File: config.mk
export PLATFORM = sky130hd
export DESIGN_NAME = alu_operand_stage
export DESIGN_NICKNAME = d
export VERILOG_FILES = /design/src/rtl/alu_operand_stage_pkg.sv /design/src/rtl/alu_operand_stage_fwd_mux.sv /design/src/rtl/alu_operand_stage.sv
export SDC_FILE = /design/constraint.sdc
export NUM_CORES = 1
export LEC_CHECK = 0
export BUFFER_PORTS_ARGS = -buffer_cell sky130_fd_sc_hd__buf_4
export CORE_MARGIN = 1
export CORE_UTILIZATION = 44
export DETAILED_ROUTE_END_ITERATION = 7
export PLACE_DENSITY_LB_ADDON = 0.12
export SLEW_MARGIN = 15
export SYNTH_ARGS = -nofsm -noshare
export SYNTH_HDL_FRONTEND = slang
export SYNTH_SLANG_ARGS = --single-unit
File: constraint.sdc
create_clock -name clk -period 2.42 [get_ports clk]
set_input_delay 0.121 -clock clk [delete_from_list [all_inputs] [get_ports clk]]
set_output_delay 0.121 -clock clk [all_outputs]
set_load 0.005 [all_outputs]
File: src/rtl/alu_operand_stage_pkg.sv
// Shared widths, ALU opcode encodings and forwarding-source encodings
// for the operand stage that feeds the 16-bit ALU.
package alu_operand_stage_pkg;

    localparam int DATA_W  = 16;
    localparam int RADDR_W = 2;
    localparam int OP_W    = 4;

    localparam logic [OP_W-1:0] ALU_ADD = 4'h0;
    localparam logic [OP_W-1:0] ALU_ADC = 4'h1;
    localparam logic [OP_W-1:0] ALU_SUB = 4'h2;
    localparam logic [OP_W-1:0] ALU_SBC = 4'h3;
    localparam logic [OP_W-1:0] ALU_AND = 4'h4;
    localparam logic [OP_W-1:0] ALU_OR  = 4'h5;
    localparam logic [OP_W-1:0] ALU_XOR = 4'h6;
    localparam logic [OP_W-1:0] ALU_LHI = 4'h7;

    typedef enum logic [1:0] {
        FWD_SRC_REG = 2'd0,
        FWD_SRC_EX  = 2'd1,
        FWD_SRC_WB  = 2'd2
    } fwdSrc_e;

endpackage

File: src/rtl/alu_operand_stage_fwd_mux.sv
// Picks one source operand: the retiring ALU result beats the writeback
// stage, which beats the register-file read data.
module operand_forward_mux
    import alu_operand_stage_pkg::*;
(
    input  logic [RADDR_W-1:0] src_addr_i,
    input  logic               ex_valid_i,
    input  logic [RADDR_W-1:0] ex_addr_i,
    input  logic [DATA_W-1:0]  ex_data_i,
    input  logic               wb_valid_i,
    input  logic [RADDR_W-1:0] wb_addr_i,
    input  logic [DATA_W-1:0]  wb_data_i,
    input  logic [DATA_W-1:0]  reg_data_i,
    output logic [DATA_W-1:0]  data_o
);

    fwdSrc_e fwdSel;

    always_comb begin
        fwdSel = FWD_SRC_REG;
        if (ex_valid_i && (ex_addr_i == src_addr_i)) begin
            fwdSel = FWD_SRC_EX;
        end else if (wb_valid_i && (wb_addr_i == src_addr_i)) begin
            fwdSel = FWD_SRC_WB;
        end
    end

    always_comb begin
        data_o = reg_data_i;
        case (fwdSel)
            FWD_SRC_EX: data_o = ex_data_i;
            FWD_SRC_WB: data_o = wb_data_i;
            default:    data_o = reg_data_i;
        endcase
    end

endmodule

File: src/rtl/alu_operand_stage.sv
// Registered operand stage in front of the ALU: one-deep holding register
// with valid/ready handshake, RAW forwarding and the architectural carry flag.
module alu_operand_stage
    import alu_operand_stage_pkg::*;
(
    input  logic               clk,
    input  logic               reset,
    input  logic               in_valid,
    output logic               in_ready,
    input  logic [OP_W-1:0]    in_op,
    input  logic [RADDR_W-1:0] in_rs_addr,
    input  logic [RADDR_W-1:0] in_rt_addr,
    input  logic [DATA_W-1:0]  in_rs_data,
    input  logic [DATA_W-1:0]  in_rt_data,
    input  logic [DATA_W-1:0]  in_imm,
    input  logic               in_use_imm,
    input  logic               in_use_carry,
    input  logic               in_set_carry,
    input  logic [RADDR_W-1:0] in_rd_addr,
    input  logic               in_wr_en,
    input  logic               flush,
    input  logic               wb_valid,
    input  logic [RADDR_W-1:0] wb_addr,
    input  logic [DATA_W-1:0]  wb_data,
    input  logic [DATA_W-1:0]  alu_result,
    input  logic               alu_cout,
    output logic               out_valid,
    input  logic               out_ready,
    output logic [DATA_W-1:0]  alu_input1,
    output logic [DATA_W-1:0]  alu_input2,
    output logic               alu_cin,
    output logic [OP_W-1:0]    alu_op,
    output logic [RADDR_W-1:0] out_rd_addr,
    output logic               out_wr_en,
    output logic               out_set_carry,
    output logic               carry_flag
);

    logic               outValid_q,    outValid_d;
    logic [DATA_W-1:0]  input1_q,      input1_d;
    logic [DATA_W-1:0]  input2_q,      input2_d;
    logic               cin_q,         cin_d;
    logic [OP_W-1:0]    op_q,          op_d;
    logic [RADDR_W-1:0] rdAddr_q,      rdAddr_d;
    logic               wrEn_q,        wrEn_d;
    logic               setCarry_q,    setCarry_d;
    logic               carryFlag_q,   carryFlag_d;

    logic               accept;
    logic               retire;
    logic               exFwdValid;
    logic               liveCarry;
    logic [DATA_W-1:0]  rsFwd;
    logic [DATA_W-1:0]  rtFwd;

    assign in_ready   = ~outValid_q | out_ready;
    assign accept     = in_valid & in_ready & ~flush;
    assign retire     = outValid_q & out_ready & ~flush;
    assign exFwdValid = retire & wrEn_q;
    // A retiring carry-setter hands its Cout straight to the incoming ADC/SBC.
    assign liveCarry  = (retire & setCarry_q) ? alu_cout : carryFlag_q;

    operand_forward_mux rsMux (
        .src_addr_i (in_rs_addr),
        .ex_valid_i (exFwdValid),
        .ex_addr_i  (rdAddr_q),
        .ex_data_i  (alu_result),
        .wb_valid_i (wb_valid),
        .wb_addr_i  (wb_addr),
        .wb_data_i  (wb_data),
        .reg_data_i (in_rs_data),
        .data_o     (rsFwd)
    );

    operand_forward_mux rtMux (
        .src_addr_i (in_rt_addr),
        .ex_valid_i (exFwdValid),
        .ex_addr_i  (rdAddr_q),
        .ex_data_i  (alu_result),
        .wb_valid_i (wb_valid),
        .wb_addr_i  (wb_addr),
        .wb_data_i  (wb_data),
        .reg_data_i (in_rt_data),
        .data_o     (rtFwd)
    );

    always_comb begin
        outValid_d  = outValid_q;
        input1_d    = input1_q;
        input2_d    = input2_q;
        cin_d       = cin_q;
        op_d        = op_q;
        rdAddr_d    = rdAddr_q;
        wrEn_d      = wrEn_q;
        setCarry_d  = setCarry_q;
        carryFlag_d = carryFlag_q;

        if (accept) begin
            outValid_d = 1'b1;
            input1_d   = rsFwd;
            input2_d   = in_use_imm ? in_imm : rtFwd;
            cin_d      = in_use_carry & liveCarry;
            op_d       = in_op;
            rdAddr_d   = in_rd_addr;
            wrEn_d     = in_wr_en;
            setCarry_d = in_set_carry;
        end else if (retire || flush) begin
            outValid_d = 1'b0;
        end

        if (retire && setCarry_q) begin
            carryFlag_d = alu_cout;
        end
    end

    always_ff @(posedge clk or posedge reset) begin
        if (reset) begin
            outValid_q  <= 1'b0;
            input1_q    <= '0;
            input2_q    <= '0;
            cin_q       <= 1'b0;
            op_q        <= '0;
            rdAddr_q    <= '0;
            wrEn_q      <= 1'b0;
            setCarry_q  <= 1'b0;
            carryFlag_q <= 1'b0;
        end else begin
            outValid_q  <= outValid_d;
            input1_q    <= input1_d;
            input2_q    <= input2_d;
            cin_q       <= cin_d;
            op_q        <= op_d;
            rdAddr_q    <= rdAddr_d;
            wrEn_q      <= wrEn_d;
            setCarry_q  <= setCarry_d;
            carryFlag_q <= carryFlag_d;
        end
    end

    assign out_valid     = outValid_q;
    assign alu_input1    = input1_q;
    assign alu_input2    = input2_q;
    assign alu_cin       = cin_q;
    assign alu_op        = op_q;
    assign out_rd_addr   = rdAddr_q;
    assign out_wr_en     = wrEn_q;
    assign out_set_carry = setCarry_q;
    assign carry_flag    = carryFlag_q;

endmodule

; Word-level counts from Yosys, hierarchy flattened
; Cells that the tools add are included.
[word_totals]
regBits = 43
inputBits = 103
output_inout_bits = 44
elab_cells = 44
[op_classes]
eq_ne = 8
n_mux = 10
bitwise = 10
n_reduce_logical = 7
[op_table]
columns = operator, count
row1 = one-hot mux 16 bit (2 select lines), 2
row2 = two-way mux 16 bit, 1
row3 = == test 2 bit, 4
row4 = two-way mux 2 bit, 4
row5 = bitwise AND 1 bit, 7
row6 = logical AND 1 bit, 5
row7 = == test 2 x 1 -> 1 bit (second input constant), 2
row8 = == test 2 bit (second input constant), 2
row9 = two-way mux 1 bit, 3
row10 = NOT 1 bit, 2
row11 = nonzero test 2 bit, 1
row12 = logical OR 1 bit, 1
row13 = OR 1 bit, 1

; Depth between registers and ports, before layout
[logic_depth]
depth_word = 8
ltp_mapped = 7
mapped_depth_nobuf = 4

; Modules after synthesis
; A second synthesis with hierarchy kept.
[hier_totals]
hier_cells = 307
area_unflattened_um2 = 3210.6
[by_module_without_submodules]
columns = mod, n_inst, cells_per_inst, area_per_inst_um2, seq_area_each_um2
row1 = alu_operand_stage, 1, 137, 1919.3, 1076.0
row2 = operand_forward_mux, 2, 85, 645.6, 0.0

; Worst setup path before layout
; No wires, ideal clock.
[synth_timing]
path_kind = flip-flop to flip-flop
start = reg outValid_q, in the netlist out_valid
end = reg input2_q[13], in the netlist alu_input2[13]
setup_ns = 0.144
arrival_ns = 1.584
required_ns = 2.276
slack_ns = 0.692
stages_incl_launch_ff = 7
path_buffers = 2
synth_period_minus_slack_ns = 1.728
cell_sequence = dfrtp_1 > nor2b_4 > or3b_1 > buf_2 > nor3b_4 > buf_2 > a22oi_1
[synth_between]
elab_chain_cells = 8
elab_cells_between_ends = 13
cone_classes = eq/ne: 2 / mux: 3 / bitwise: 7 / reduce/logical: 1
[synth_rtl]
columns = item, line_no
row1 = from (decl), alu_operand_stage.sv:39  ; logic outValid_q, outValid_d;
row2 = from (signal assigned), alu_operand_stage.sv:128  ; outValid_q <= outValid_d;
row3 = bitwise AND 1 bit (2 in a row), alu_operand_stage.sv:58  ; assign retire = outValid_q & out_ready & ~flush;
row4 = bitwise AND 1 bit, alu_operand_stage.sv:59  ; assign exFwdValid = retire & wrEn_q;
row5 = logical AND 1 bit, alu_operand_stage_fwd_mux.sv:21  ; if (ex_valid_i && (ex_addr_i == src_addr_i)) begin
row6 = two-way mux 2 bit, alu_operand_stage_fwd_mux.sv:21
row7 = == test 2 bit or == test 2 x 1 -> 1 bit (tied branches), alu_operand_stage_fwd_mux.sv:30  ; case (fwdSel)
row8 = one-hot mux 16 bit (2 select lines), alu_operand_stage_fwd_mux.sv:30
row9 = two-way mux 16 bit, alu_operand_stage.sv:101  ; input2_d = in_use_imm ? in_imm : rtFwd;
row10 = to (signal assigned), alu_operand_stage.sv:130  ; input2_q <= input2_d;
row11 = to (decl), alu_operand_stage.sv:41  ; logic [DATA_W-1:0] input2_q, input2_d;
; Parallel ways exist; a longest one is shown, timed or not.
; A chain may end at the register's enable or synchronous reset.

; Worst setup path in the final report
[layout_timing]
start = reg outValid_q, in the netlist out_valid
end = reg input1_q[1], in the netlist alu_input1[1]
[layout_between]
elab_chain_cells = 7
elab_cells_between_ends = 12
cone_classes = eq/ne: 2 / mux: 2 / bitwise: 7 / reduce/logical: 1
[layout_rtl]
columns = item, line_no
row1 = bitwise AND 1 bit (2 in a row), alu_operand_stage.sv:58
row2 = bitwise AND 1 bit, alu_operand_stage.sv:59
row3 = logical AND 1 bit, alu_operand_stage_fwd_mux.sv:21
row4 = two-way mux 2 bit, alu_operand_stage_fwd_mux.sv:21
row5 = == test 2 bit or == test 2 x 1 -> 1 bit (tied branches), alu_operand_stage_fwd_mux.sv:30
row6 = one-hot mux 16 bit (2 select lines), alu_operand_stage_fwd_mux.sv:30
row7 = to (signal assigned), alu_operand_stage.sv:129  ; input1_q <= input1_d;
row8 = to (decl), alu_operand_stage.sv:40  ; logic [DATA_W-1:0] input1_q, input1_d;
; Parallel ways exist; a longest one is shown, timed or not.

==> out/metrics.csv <==
metric;value;unit
outcome;completed;
synth_seq_cells;43;
synthesis.area;0.00252;sq mm
drt-wirelength-per-cell;16.2;um
timing.setup.tns;0;ns
antenna_found_initial;0;
die_area;0.00604;sq mm
vias;2431;
viasPerCell;5.25;
p_clk_share;21.8;%
finalSetupViolations;0;
synthToLayoutAreaGrowth;49.4;%
rows;27;
numCtsBuffers;5;
fin_skew;0.00797;ns
die_w;77.7;um
wl;7510;um
grt_pass1_vias;2511;
switching_share;29.2;%
grt_max_degree;44;
initial_utilization;45.8;%
most-common-layout-cells;154 x buf_4, 48 x nand2_1, 43 x mux2i_1, 43 x dfrtp_1, 17 x inv_1;
post-route-min-period;2.15;ns
fmax;0.466;GHz
yosysSeqAreaShare;42.7;%
tritoncts;yes;
grt.total_usage;26.0;%
coreArea;0.00551;sq mm
worstPathArrival;2.34;ns
layout-drive-gt1-share;45.3;%
cts-root-buf;clkbuf_8;
critPathMaxStageDelay;0.62;ns
crit_path_start_kind;register;
fin_cells;463;
intPower;1.44;mW
cts_buffer_depth;2;
post_cts_resized;0;
placed_cells;455;
pwr-share-comb;33.0;%
grt-ovfl-total;0;
crit_type;reg2reg;
drtPass1Iterations;4;
power_density;541;mW/mm^2
p_sw;0.595;mW
die_h;77.7;um
slew_viol_final;0;
syn_nets;348;
hold_viol;0;
clock_sinks;43;
ant_nets;0;
cap_violations;0;
rsz0062_at_grt;false;
syn_area_per_cell;10.3;sq um
hp-class;in2async;
r2r_slack;0.27;ns
cts_setup_buffers;0;
critPathSlowestCell;or2_1;
dp_hpwl;5630;um
required;2.61;ns
cts_hold_buf;0;
drc_errors;0;
yosys_warnings;0;
tightest_slew;0.897;ns
ys_types;27;
power.share.sequential;45.2;%
slew_headroom;40.2;%
clock_latency;0.29;ns
min_period_over_period;88.8;%
rr_startpoint;out_valid$_DFFE_PP0P_;
clk_pin_slew;0.08;ns
drtIter0Drc;95;
n_antenna_cell;0;
grt_pass1_wl;12200;um
critPathMaxFanout;16;
r2r_cells;4;
worst_r2r_endpoint;alu_input1[1]$_DFFE_PP0P_;
crit_path_cell_trace;nor2b_4 > or3b_1 > or2_1 > o221ai_1;
ioPinCount;147;
p_leak;2.03;nW
layout_commonest_cell;buf_4;
end_kind;register;
postSynthCellCount;245;
irDropWorstVdd;0.000296;V
gp_congestion;0.794;
cts-htree-levels;2;
portBuffers;146;
nNetsFinal;493;
## worst max-delay path, delay by kind of cell, from the launching register on
family | cells | cell delay, ns
AO/OA/AOI/OAI | 1 | 0.32
flip-flops | 1 | 0.42
AND/OR/NAND/NOR | 3 | 1.31
## worst max path at each step
stage	startpoint	end	slack, ns
2_1_floorplan	out_valid$_DFFE_PP0P_	alu_input2[13]$_DFFE_PP0P_	0.69
3_3_place_gp	out_valid$_DFFE_PP0P_	alu_input1[1]$_DFFE_PP0P_	0.40
3_5_place_dp	out_valid$_DFFE_PP0P_	alu_input1[2]$_DFFE_PP0P_	0.30
4_1_cts	out_valid$_DFFE_PP0P_	alu_input1[2]$_DFFE_PP0P_	0.29
5_1_grt	out_valid$_DFFE_PP0P_	alu_input1[0]$_DFFE_PP0P_	0.18
6_report	out_valid$_DFFE_PP0P_	alu_input1[1]$_DFFE_PP0P_	0.27
## metrics by stage
| stage | power, mW | util (%) | hold WS, ns | setup slack [ns] | cell area [sq um] |
|---|---|---|---|---|---|
| 2_1_floorplan | 1.20 | - | 0.187 | 0.692 | 2520 |
| 3_3_place_gp | 1.60 | 66.9 | 0.310 | 0.397 | 3680 |
| 3_5_place_dp | 1.61 | 66.9 | 0.313 | 0.301 | 3680 |
| 4_1_cts | 2.05 | 68.4 | 0.0134 | 0.288 | 3770 |
| 5_1_grt | 2.15 | 68.4 | 0.0170 | 0.175 | 3770 |
| 6_report | 2.04 | 68.4 | 0.0174 | 0.272 | 3770 |
## registers in the layout, indices dropped and copies added (netlist names)
name and flops:
alu_input1 16, alu_input2 16, alu_op 4, out_rd_addr 2, alu_cin 1, carry_flag 1
out_set_carry 1, out_valid 1, out_wr_en 1
## final cells by class
cell class,count,area (sq um)
fillers,453,1740
multi-input cells,168,1290
repair buffers,154,1160
flip-flops and latches,43,1080
well taps,72,90.1
clock buffers,6,72.6
inverters,18,67.6
clock inverters,2,12.5
## power groups by stage
stage | clock (mW) | sequential (mW) | combinational (mW)
floorplan | 0 | 0.932 | 0.272
global placement | 0 | 0.930 | 0.666
detailed placement | 0 | 0.931 | 0.680
CTS | 0.451 | 0.922 | 0.680
global route | 0.478 | 0.937 | 0.736
finish | 0.444 | 0.922 | 0.673
## layer usage
metal  GRT usage [%]  vias to the layer above  routed length (um)
li1                -                     1161                   -
met3            5.18                       10                 462
met2            45.0                       92                3830
met5               0                        -                   0
met1            32.7                     1168                3110
met4            7.74                        0                  97
## synthesized netlist by cell type (all sizes together)
master | n | area [sq um]
xnor2 | 8 | 70.1
nor2 | 2 | 7.51
inv | 18 | 67.6
o311ai | 5 | 43.8
mux2i | 43 | 430
mux2 | 1 | 11.3
nor3 | 1 | 5.00
nand4b | 1 | 8.76
nor2b | 1 | 13.8
nand2b | 16 | 100
or3b | 1 | 8.76
nand2 | 48 | 180
a22oi | 5 | 37.5
nand3 | 5 | 30.0
nor3b | 2 | 26.3
dfrtp | 43 | 1080
o221ai | 16 | 203
clkbuf | 5 | 18.8
and4b | 1 | 10.0
buf | 11 | 71.3
a221oi | 11 | 96.3
or2 | 1 | 6.26
## cell families after synthesis
| kind of cell | share of synthesized area, % |
|---|---|
| AND/OR/NAND/NOR | 15.7 |
| multiplexers | 17.5 |
| flip-flops | 42.7 |
| AO/OA/AOI/OAI | 15.1 |
| buffers and inverters | 6.25 |
| XOR/XNOR | 2.78 |
Power figures use the tool's default switching activity.
